File: config.mk
export PLATFORM = sky130hd
export DESIGN_NAME = ready_wq
export DESIGN_NICKNAME = d
export VERILOG_FILES = /design/src/rtl/ready_wq_pkg.sv /design/src/rtl/ready_wq_match.sv /design/src/rtl/ready_wq.sv
export SDC_FILE = /design/constraint.sdc
export NUM_CORES = 1
export LEC_CHECK = 0
export ABC_AREA = 1
export ABC_CLOCK_PERIOD_IN_PS = 5500
export BUFFER_PORTS_ARGS = -buffer_cell sky130_fd_sc_hd__buf_2
export CORE_MARGIN = 3
export CORE_UTILIZATION = 40
export CTS_CLUSTER_SIZE = 40
export DETAILED_ROUTE_END_ITERATION = 6
export SYNTH_ARGS = -nofsm -noshare
export SYNTH_HDL_FRONTEND = slang
export SYNTH_SLANG_ARGS = --single-unit
File: constraint.sdc
create_clock -name clk -period 5.5 [get_ports clk]
set_clock_uncertainty 0.1 [all_clocks]
set_input_delay 1.1 -clock clk [delete_from_list [all_inputs] [get_ports clk]]
set_output_delay 1.1 -clock clk [all_outputs]
set_load 0.05 [all_outputs]
File: src/rtl/ready_wq_pkg.sv
// ready_wq_pkg: shared types and defaults for the ready-table write queue.
//   PREG_W      - physical register index width
//   NUM_LK      - forwarding lookup ports (one per ready-table read port)
//   rwq_entry_t - queued write: {preg, val}
//   rwq_state_e - sequencer state: INIT sweep, then RUN drain
package ready_wq_pkg;

    localparam int PREG_W = 6;
    localparam int NUM_LK = 7;

    typedef struct packed {
        logic [PREG_W-1:0] preg;
        logic              val;
    } rwq_entry_t;

    typedef enum logic {
        INIT = 1'b0,
        RUN  = 1'b1
    } rwq_state_e;

endpackage

File: src/rtl/ready_wq_match.sv
// ready_wq_match: one forwarding lookup port. Finds the youngest pending write
// to lk_preg_i among the queue entries and this cycle's incoming requests.
//   lk_preg_i  - looked-up preg
//   q_valid_i  - queue slot occupancy, age ordered (bit 0 = head, oldest)
//   q_preg_i   - queue pregs, age ordered, PREG_W bits per slot
//   q_val_i    - queue values, age ordered
//   in_valid_i - accepted incoming requests: [0]=alloc, [1]=wb0, [2]=wb1
//   in_preg_i  - incoming pregs, same order
//   in_val_i   - incoming values, same order
//   hit_o      - some pending write targets lk_preg_i
//   val_o      - value of the youngest such write (meaningful when hit_o)
module ready_wq_match #(
    parameter int DEPTH  = 8,
    parameter int PREG_W = 6
) (
    input  logic [PREG_W-1:0]       lk_preg_i,
    input  logic [DEPTH-1:0]        q_valid_i,
    input  logic [DEPTH*PREG_W-1:0] q_preg_i,
    input  logic [DEPTH-1:0]        q_val_i,
    input  logic [2:0]              in_valid_i,
    input  logic [3*PREG_W-1:0]     in_preg_i,
    input  logic [2:0]              in_val_i,
    output logic                    hit_o,
    output logic                    val_o
);

    // Scan oldest to youngest; later matches overwrite earlier ones.
    always_comb begin
        hit_o = 1'b0;
        val_o = 1'b0;
        for (int unsigned k = 0; k < DEPTH; k++) begin
            if (q_valid_i[k] && (q_preg_i[k*PREG_W +: PREG_W] == lk_preg_i)) begin
                hit_o = 1'b1;
                val_o = q_val_i[k];
            end
        end
        for (int unsigned i = 0; i < 3; i++) begin
            if (in_valid_i[i] && (in_preg_i[i*PREG_W +: PREG_W] == lk_preg_i)) begin
                hit_o = 1'b1;
                val_o = in_val_i[i];
            end
        end
    end

endmodule

File: src/rtl/ready_wq.sv
// ready_wq: write queue and write-port sequencer for the physical-register
// ready table. After reset sweeps every entry to ready, then drains queued
// alloc (write 0) and wakeup (write 1) requests one per cycle into the RAM.
//   clk, rst        - clock, asynchronous active-high reset
//   alloc_*         - rename allocation request / accept
//   wb_valid_i/preg - two writeback wakeups, never backpressured
//   ram_*           - RAM write port (WEN, AW, DI)
//   lk_preg_i       - RAM read addresses; lk_hit_o/lk_val_o forward pending writes
//   init_done_o     - sweep finished
//   ovf_o           - sticky: a wakeup was dropped on a full queue
module ready_wq #(
    parameter int DEPTH  = 8,
    parameter int PREG_W = ready_wq_pkg::PREG_W,
    parameter int NUM_LK = ready_wq_pkg::NUM_LK
) (
    input  logic                     clk,
    input  logic                     rst,
    input  logic                     alloc_valid_i,
    input  logic [PREG_W-1:0]        alloc_preg_i,
    output logic                     alloc_ready_o,
    input  logic [1:0]               wb_valid_i,
    input  logic [2*PREG_W-1:0]      wb_preg_i,
    output logic                     ram_wen_o,
    output logic [PREG_W-1:0]        ram_aw_o,
    output logic                     ram_di_o,
    input  logic [NUM_LK*PREG_W-1:0] lk_preg_i,
    output logic [NUM_LK-1:0]        lk_hit_o,
    output logic [NUM_LK-1:0]        lk_val_o,
    output logic                     init_done_o,
    output logic                     ovf_o
);

    import ready_wq_pkg::*;

    localparam int AW = $clog2(DEPTH);

    rwq_state_e        state_q, state_d;
    logic [PREG_W-1:0] sweep_q, sweep_d;
    logic [AW-1:0]     head_q, head_d;
    logic [AW-1:0]     tail_q, tail_d;
    logic [AW:0]       cnt_q, cnt_d;
    logic              ovf_q, ovf_d;
    rwq_entry_t        mem_q [DEPTH];
    rwq_entry_t        mem_d [DEPTH];

    logic              pop;
    logic              alloc_acc;
    logic              wb0_acc, wb1_acc;
    logic [AW:0]       free_slots;
    logic [AW:0]       avail;
    logic [2:0]        in_v;
    rwq_entry_t        in_e [3];
    logic [1:0]        n_push;
    logic [AW-1:0]     wr_ptr;

    // Flattened, age-ordered views for the lookup ports.
    logic [DEPTH-1:0]        q_vld_f;
    logic [DEPTH*PREG_W-1:0] q_preg_f;
    logic [DEPTH-1:0]        q_val_f;
    logic [3*PREG_W-1:0]     in_preg_f;
    logic [2:0]              in_val_f;
    logic [NUM_LK-1:0]       m_hit, m_val;

    rwq_entry_t head_e;
    assign head_e = mem_q[head_q];

    // Acceptance uses only registered count, so no valid->ready path.
    assign alloc_ready_o = (state_q == RUN) && (cnt_q <= (AW+1)'(DEPTH - 3));
    assign alloc_acc     = alloc_valid_i && alloc_ready_o;
    assign pop           = (state_q == RUN) && (cnt_q != '0);

    // Alloc acceptance guarantees three free slots, so alloc always fits;
    // wakeups take what is left, wb[1] losing first.
    assign free_slots = (AW+1)'(DEPTH) - cnt_q + (AW+1)'(pop);
    assign avail      = free_slots - (AW+1)'(alloc_acc);
    assign wb0_acc    = wb_valid_i[0] && (avail != '0);
    assign wb1_acc    = wb_valid_i[1] && (avail > (AW+1)'(wb0_acc));

    assign in_v    = {wb1_acc, wb0_acc, alloc_acc};
    assign in_e[0] = rwq_entry_t'({alloc_preg_i, 1'b0});
    assign in_e[1] = rwq_entry_t'({wb_preg_i[PREG_W-1:0], 1'b1});
    assign in_e[2] = rwq_entry_t'({wb_preg_i[2*PREG_W-1:PREG_W], 1'b1});
    assign n_push  = 2'(in_v[0]) + 2'(in_v[1]) + 2'(in_v[2]);

    always_comb begin
        mem_d  = mem_q;
        wr_ptr = tail_q;
        for (int unsigned i = 0; i < 3; i++) begin
            if (in_v[i]) begin
                mem_d[wr_ptr] = in_e[i];
                wr_ptr        = wr_ptr + AW'(1);
            end
        end
        tail_d  = wr_ptr;
        head_d  = pop ? head_q + AW'(1) : head_q;
        cnt_d   = cnt_q + (AW+1)'(n_push) - (AW+1)'(pop);
        ovf_d   = ovf_q | (wb_valid_i[0] & ~wb0_acc) | (wb_valid_i[1] & ~wb1_acc);
        state_d = state_q;
        sweep_d = sweep_q;
        if (state_q == INIT) begin
            sweep_d = sweep_q + PREG_W'(1);
            if (sweep_q == '1) begin
                state_d = RUN;
            end
        end
    end

    always_ff @(posedge clk or posedge rst) begin
        if (rst) begin
            state_q <= INIT;
            sweep_q <= '0;
            head_q  <= '0;
            tail_q  <= '0;
            cnt_q   <= '0;
            ovf_q   <= 1'b0;
        end else begin
            state_q <= state_d;
            sweep_q <= sweep_d;
            head_q  <= head_d;
            tail_q  <= tail_d;
            cnt_q   <= cnt_d;
            ovf_q   <= ovf_d;
        end
    end

    // Payload storage needs no reset: occupancy is tracked by cnt_q.
    always_ff @(posedge clk) begin
        mem_q <= mem_d;
    end

    assign ram_wen_o   = (state_q == INIT) ? 1'b1 : (cnt_q != '0);
    assign ram_aw_o    = (state_q == INIT) ? sweep_q : head_e.preg;
    assign ram_di_o    = (state_q == INIT) ? 1'b1 : head_e.val;
    assign init_done_o = (state_q == RUN);
    assign ovf_o       = ovf_q;

    always_comb begin
        for (int unsigned k = 0; k < DEPTH; k++) begin
            q_preg_f[k*PREG_W +: PREG_W] = mem_q[head_q + AW'(k)].preg;
            q_val_f[k]                   = mem_q[head_q + AW'(k)].val;
            q_vld_f[k]                   = (k < 32'(cnt_q));
        end
        for (int unsigned i = 0; i < 3; i++) begin
            in_preg_f[i*PREG_W +: PREG_W] = in_e[i].preg;
            in_val_f[i]                   = in_e[i].val;
        end
    end

    for (genvar p = 0; p < NUM_LK; p++) begin : g_lk
        ready_wq_match #(
            .DEPTH  (DEPTH),
            .PREG_W (PREG_W)
        ) u_match (
            .lk_preg_i  (lk_preg_i[p*PREG_W +: PREG_W]),
            .q_valid_i  (q_vld_f),
            .q_preg_i   (q_preg_f),
            .q_val_i    (q_val_f),
            .in_valid_i (in_v),
            .in_preg_i  (in_preg_f),
            .in_val_i   (in_val_f),
            .hit_o      (m_hit[p]),
            .val_o      (m_val[p])
        );
    end

    // During the sweep every entry is about to become ready.
    assign lk_hit_o = (state_q == INIT) ? '1 : m_hit;
    assign lk_val_o = (state_q == INIT) ? '1 : m_val;

endmodule

* Yosys cells after proc, flatten, opt, wreduce, memory -nomap -nowiden *
Index checks and enable logic that the tools add are counted.

operators by class
  add/subtract/negate cells = 18
  equal/unequal tests = 78
  bitwise operators = 17
  order comparisons = 24
  multiplexer cells = 200
  reductions and logical operators = 87

operators by type and width
  operator                                                              number
  6-bit equality test                                                   77
  7-bit binary-select mux with 3-bit select                             8
  56-bit bitwise mux                                                    3
  56-bit 2-to-1 mux                                                     3
  1-bit 2-to-1 mux                                                      158
  7-bit 2-to-1 mux                                                      21
  1-bit logical AND                                                     85
  7-bit demux with 3-bit select                                         3
  4-bit greater-or-equal comparator, second input constant              11
  3-bit inverter with 4-bit output                                      11
  3-bit by 4-bit < comparator with 1-bit output, first input constant   4
  3-bit by 1-bit adder with 3-bit output, second input constant         4
  3-bit adder, second input constant                                    4
  4-bit by 1-bit < comparator with 1-bit output, second input constant  3
  3-bit 2-to-1 mux                                                      3
  1-bit by 4-bit < comparator with 1-bit output, first input constant   2
  2-bit by 4-bit < comparator with 1-bit output, first input constant   2
  4-bit nonzero test                                                    2
  4-bit by 1-bit subtractor with 4-bit output                           2
  3-bit by 2-bit adder with 3-bit output, second input constant         2
  6-bit by 1-bit adder with 6-bit output, second input constant         1
  6-bit equality test, second input constant                            1
  6-bit 2-to-1 mux                                                      1
  4-bit by 1-bit adder with 4-bit output                                1
  9 further kinds                                                       12

word-level totals
  bits in registers = 74
  input port bits = 65

* Depth between registers and ports, before layout *
  depth after elaboration = 18
  depth in mapped cells = 27
  depth with buffers taken out = 25

* Modules after synthesis *
From an unflattened synthesis, not the netlist that was laid out.

unflattened totals
  cells, all modules = 3012
  area, all modules = 15721.3 µm²

modules (own cells, without submodules)
  module          area an instance (µm²)  sequential area each (µm²)  cells an instance  times used
  ready_wq_match  1243.7                  0.0                         254                7
  ready_wq        7015.5                  1571.5                      1234               1

* Worst setup path after synthesis *
No wires, ideal clock.

  path kind = register to output
  start = register cnt_q[3]
  end = output port lk_val_o[1]
  cell stages (with the launch flop) = 19
  arrival time = 4164 ps
  setup slack = 136 ps
  cells stage by stage = dfrtp_1 -> inv_2 -> ha_1 -> inv_1 -> nor2_1 -> inv_1 -> nor2_1 -> nor2_1 -> fa_1 -> ha_1 -> inv_1 -> ha_1 -> nand4_1 -> a21oi_1 -> nor2_1 -> inv_1 -> o41ai_1 -> nor2_1 -> a21oi_1

on the way
  elaborated cells on any way between the ends = 43

RTL lines
  element                                        RTL line              RTL
  start: declaration                             ready_wq.sv:41        logic [AW:0] cnt_q, cnt_d;
  start signal: assignment                       ready_wq.sv:121       cnt_q <= cnt_d;
  4-bit nonzero test *                           ready_wq.sv:70        assign pop = (state_q == RUN) && (cnt_q != '0);
  1-bit logical AND *                            ready_wq.sv:70
  via pop                                        ready_wq.sv:46        logic pop;
  4-bit by 1-bit adder with 4-bit output *       ready_wq.sv:74        assign free_slots = (AW+1)'(DEPTH) - cnt_q + (AW+1)'(pop);
  4-bit by 1-bit subtractor with 4-bit output *  ready_wq.sv:75        assign avail = free_slots - (AW+1)'(alloc_acc);
  4-bit nonzero test                             ready_wq.sv:76        assign wb0_acc = wb_valid_i[0] && (avail != '0);
  1-bit logical AND                              ready_wq.sv:76
  4-bit by 1-bit > comparator with 1-bit output  ready_wq.sv:77        assign wb1_acc = wb_valid_i[1] && (avail > (AW+1)'(wb0_acc));
  1-bit logical AND                              ready_wq.sv:77
  1-bit logical AND                              ready_wq_match.sv:38  if (in_valid_i[i] && (in_preg_i[i*PREG_W +: PREG_W] == lk_preg_i)) begin
  1-bit 2-to-1 mux *                             ready_wq_match.sv:38
  7-bit 2-to-1 mux *                             ready_wq.sv:168       assign lk_val_o = (state_q == INIT) ? '1 : m_val;
  end: declaration                               ready_wq.sv:28        output logic [NUM_LK-1:0] lk_val_o,

Mark *: on every way through the listed nets, which the timed path passes. The rest lies on a longest branch.

* Worst setup path after layout *
  start = register cnt_q[3]
  end = output port lk_hit_o[0]

on the way
  elaborated cells on any way between the ends = 43

RTL lines
  element                                        RTL line              RTL
  4-bit nonzero test *                           ready_wq.sv:70
  1-bit logical AND *                            ready_wq.sv:70
  via pop                                        ready_wq.sv:46
  4-bit by 1-bit adder with 4-bit output *       ready_wq.sv:74
  4-bit by 1-bit subtractor with 4-bit output *  ready_wq.sv:75
  4-bit nonzero test                             ready_wq.sv:76
  1-bit logical AND                              ready_wq.sv:76
  4-bit by 1-bit > comparator with 1-bit output  ready_wq.sv:77
  1-bit logical AND                              ready_wq.sv:77
  1-bit logical AND                              ready_wq_match.sv:38
  1-bit 2-to-1 mux *                             ready_wq_match.sv:38
  7-bit 2-to-1 mux *                             ready_wq.sv:167       assign lk_hit_o = (state_q == INIT) ? '1 : m_hit;
  end: declaration                               ready_wq.sv:27        output logic [NUM_LK-1:0] lk_hit_o,

Marked as above.

==> impl_metrics.env <==
export IMPL_outcome="finished with violations"
export IMPL_violations="DRC"
export IMPL_hold_viol_final=0
export IMPL_ys_seq_elements=74
export IMPL_core_area_sq_um=32700
export IMPL_synthCells=2420
export IMPL_io_pin_count=90
export IMPL_maxUsedRoutingLayer="met4"
export IMPL_avgSynthCellArea_sq_um=5.525
export IMPL_dr_pass1_iters=7
export IMPL_grt_overflow=0
export IMPL_start_util_pct=40.89
export IMPL_syn_nets=2505
export IMPL_grt_max_degree=61
export IMPL_pre_cts_ws_ns=0.2260
export IMPL_cts_hold_buf=0
export IMPL_path_cells="inv_4 > ha_4 > inv_1 > nor2_1 > inv_1 > nor2_2 > nor2_1 > fa_1 > ha_1 > inv_1 > ha_1 > nor2_1 > inv_1 > nand4_1 > a21oi_2 > nor2_1 > inv_2 > buf_4 > nor3_1 > nor4_1 > nand3_1 > buf_2"
export IMPL_max_cap_viol_count=0
export IMPL_whs_path_depth=1
export IMPL_ys_flop_type="dfxtp_1"
export IMPL_htree_levels=3
export IMPL_setup_ws_ns=0.1493
export IMPL_worst_pin_slew_ns=1.186
export IMPL_synth_yosys_seq_area_share_pct=11.75
export IMPL_critPathLaunchType="flip-flop"
export IMPL_layout_common_cells="nand2_1, nand3_1, nor2_1, inv_1, o21ai_0"
export IMPL_die_height_um=188.8
export IMPL_place_congestion=1.064
export IMPL_ir_worst_vdd_mv=0.3508
export IMPL_antenna_left=0
export IMPL_cts_buffer_depth=2
export IMPL_drive_above_1_share_pct=11.38
export IMPL_cts_root_buffer="clkbuf_16"
export IMPL_n_antenna_cell=0
export IMPL_dp_hpwl_mm=59.60
export IMPL_slowest_stage="nor4_1"
export IMPL_grt_pass1_vias=16727
export IMPL_synth_cell_type_count=60
export IMPL_setup_violations_final=0
export IMPL_finalNetCount=2514
export IMPL_slew_violations=0
export IMPL_postRouteWirelength_mm=79.05
export IMPL_cts_sinks=74
export IMPL_drc=3
export IMPL_final_common_cell="nand2_1"
export IMPL_cts_buffers=9
export IMPL_whs_ns=0.3761
export IMPL_fmax_ghz=0.1869
export IMPL_grt_usage_pct=43.11
export IMPL_r2r_cells=25
export IMPL_required_ns=4.30
export IMPL_vias=18463
export IMPL_cts_tree="yes"
export IMPL_post_route_period_util_pct=97.29
export IMPL_wl_per_cell_um=27.48
export IMPL_dr_wl_met3_mm=12.11
export IMPL_worstSetupEndpointType="primary output"
export IMPL_grt_pass1_wl_mm=113.9
export IMPL_crit_fanout=7
export IMPL_async_flop_share_pct=24.32
export IMPL_r2r_start="cnt_q[3]$_DFF_PP0_"
export IMPL_met2_length_mm=31.31
export IMPL_wl_met1_mm=31.27
export IMPL_via_per_inst=6.420
export IMPL_clk_latency_ns=0.38
export IMPL_startpoint="cnt_q[3]$_DFF_PP0_"
export IMPL_dieArea_sq_um=35650
export IMPL_synth_edf_count=0
export IMPL_worstHoldStart="sweep_q[5]$_DFFE_PP0N_"
export IMPL_area_growth_pct=9.105
export IMPL_synth_warning_count=0
export IMPL_portBuffers=89
export IMPL_cp_arrival_ns=4.15
export IMPL_holdCritPathClass="reg2reg"
export IMPL_p_leak_uw=0.006588
export IMPL_crit_path_max_incr_delay_ns=0.58
export IMPL_fp_dieW_um=188.8
export IMPL_rows=66
export IMPL_critPathKind="reg2out"
export IMPL_min_period_ns=5.351
export IMPL_syn_cell_area_sq_um=13370
export IMPL_powerDensity_nw_per_um2=459.9
export IMPL_path_clk_slew_ns=0.09
export IMPL_slew_headroom_pct=20.88
export IMPL_drtIter0Drc=2954
export IMPL_antenna_found_initial=0
[metal layers]
layer,vias up,global-route usage [%]
met5,-,0
met2,1539,61.23
met1,8453,59.33
met3,310,13.40
li1,8161,-
met4,0,19.68
[Yosys cell counts, types with 3 or more instances]
cell | count | share of area (%)
ha_1 | 18 | 1.7
dfxtp_1 | 56 | 8.4
a21oi_1 | 66 | 2.5
buf_1 | 9 | 0.25
o21a_1 | 3 | 0.17
a31oi_1 | 3 | 0.14
nand3_2 | 3 | 0.22
buf_6 | 11 | 0.93
or4_1 | 4 | 0.22
buf_4 | 18 | 1.0
nand2_1 | 658 | 18
inv_1 | 179 | 5.0
a311oi_1 | 4 | 0.26
and3_1 | 4 | 0.19
dfrtp_1 | 18 | 3.4
clkinv_1 | 11 | 0.31
buf_2 | 32 | 1.2
nand2_2 | 27 | 1.3
o21ai_0 | 167 | 6.3
xnor2_1 | 10 | 0.66
xnor2_2 | 3 | 0.36
nor3_1 | 51 | 1.9
o2111ai_1 | 10 | 0.66
o21ai_1 | 58 | 2.2
xor2_1 | 120 | 7.9
nor2_1 | 244 | 6.9
nand4_1 | 39 | 1.8
a211oi_1 | 6 | 0.34
a221oi_1 | 21 | 1.4
nand3_1 | 252 | 9.4
o22ai_1 | 84 | 3.9
inv_2 | 20 | 0.56
nor2_2 | 7 | 0.33
clkbuf_1 | 87 | 2.4
o211ai_1 | 59 | 3.3
nand2_4 | 4 | 0.34
nor4_1 | 21 | 0.98
[path summary, 6_finish.rpt]
kind	endpoint	slack, ns
worst min-delay path	sweep_q[5]$_DFFE_PP0N_	0.38
worst min register to register	sweep_q[5]$_DFFE_PP0N_	0.38
max in group asynchronous	head_q[0]$_DFFE_PP0N_	3.57
worst max-delay path	lk_hit_o[0]	0.15
min in group asynchronous	init_done_o$_DFF_PP0_	0.93
worst max register to register	mem_q[29]$_DFF_P_	1.21
[kinds of logic (layout without fill, tap and decap cells)]
| kind of cell | after synthesis | in the layout | synth area share, % |
|---|---|---|---|
| compound gates | 493 | 493 | 22.00 |
| xor+xnor | 135 | 135 | 9.293 |
| mux | 2 | 2 | 0.1497 |
| flops | 74 | 74 | 11.75 |
| buf+inv | 369 | 383 | 11.82 |
| fa+ha+maj | 20 | 20 | 1.984 |
| simple gates | 1327 | 1327 | 43.00 |
[layout make-up]
type	instances	area [sq um]
inverters	212	808.3
multi-input cells	1977	10320
clock inverters	6	68.82
clock buffers	10	250.2
well taps	442	553.0
repair buffers	155	1010
flip-flops and latches	74	1575
fillers	3678	18110
[worst max-delay path, delay by kind of cell (launching register included)]
kind                     cells  cell delay, ns
AND/OR/NAND/NOR              9            1.38
buffers and inverters        8            0.88
flip-flops                   1            0.46
AO/OA/AOI/OAI                1            0.17
adder cells (fa/ha/maj)      4            0.90
[flip-flops by register name, indices dropped and copies added (netlist names)]
| register | cells |
|---|---|
| tail_q | 3 |
| init_done_o | 1 |
| sweep_q | 6 |
| cnt_q | 4 |
| head_q | 3 |
| mem_q | 56 |
| ovf_o | 1 |
[repair_timing]
action / in CTS / in global routing
buffers inserted: 0 / 4
resized for setup: 5 / 42
pin swaps: 1 / 10
endpoints found under the setup margin: 7 / 14
cloned: 0 / 0
[report_power, final]
group	internal [uW]	total [uW]	switching, uW
sequential	783	1210	428
combinational	1490	4800	3320
clock	386	694	308
[metrics by stage]
stage,instance area (sq um),util [%],power [uW],TNS [ns],instances
floorplan,13370,-,4229,0,2420
global placement,14090,43.07,5717,0,2856
detailed placement,14090,43.07,5739,0,2856
CTS,14420,44.09,6448,0,2872
global route,14590,44.61,7164,-0.01287,2876
finish,14590,44.61,6709,0,2876
Power figures use the tool's default switching activity.
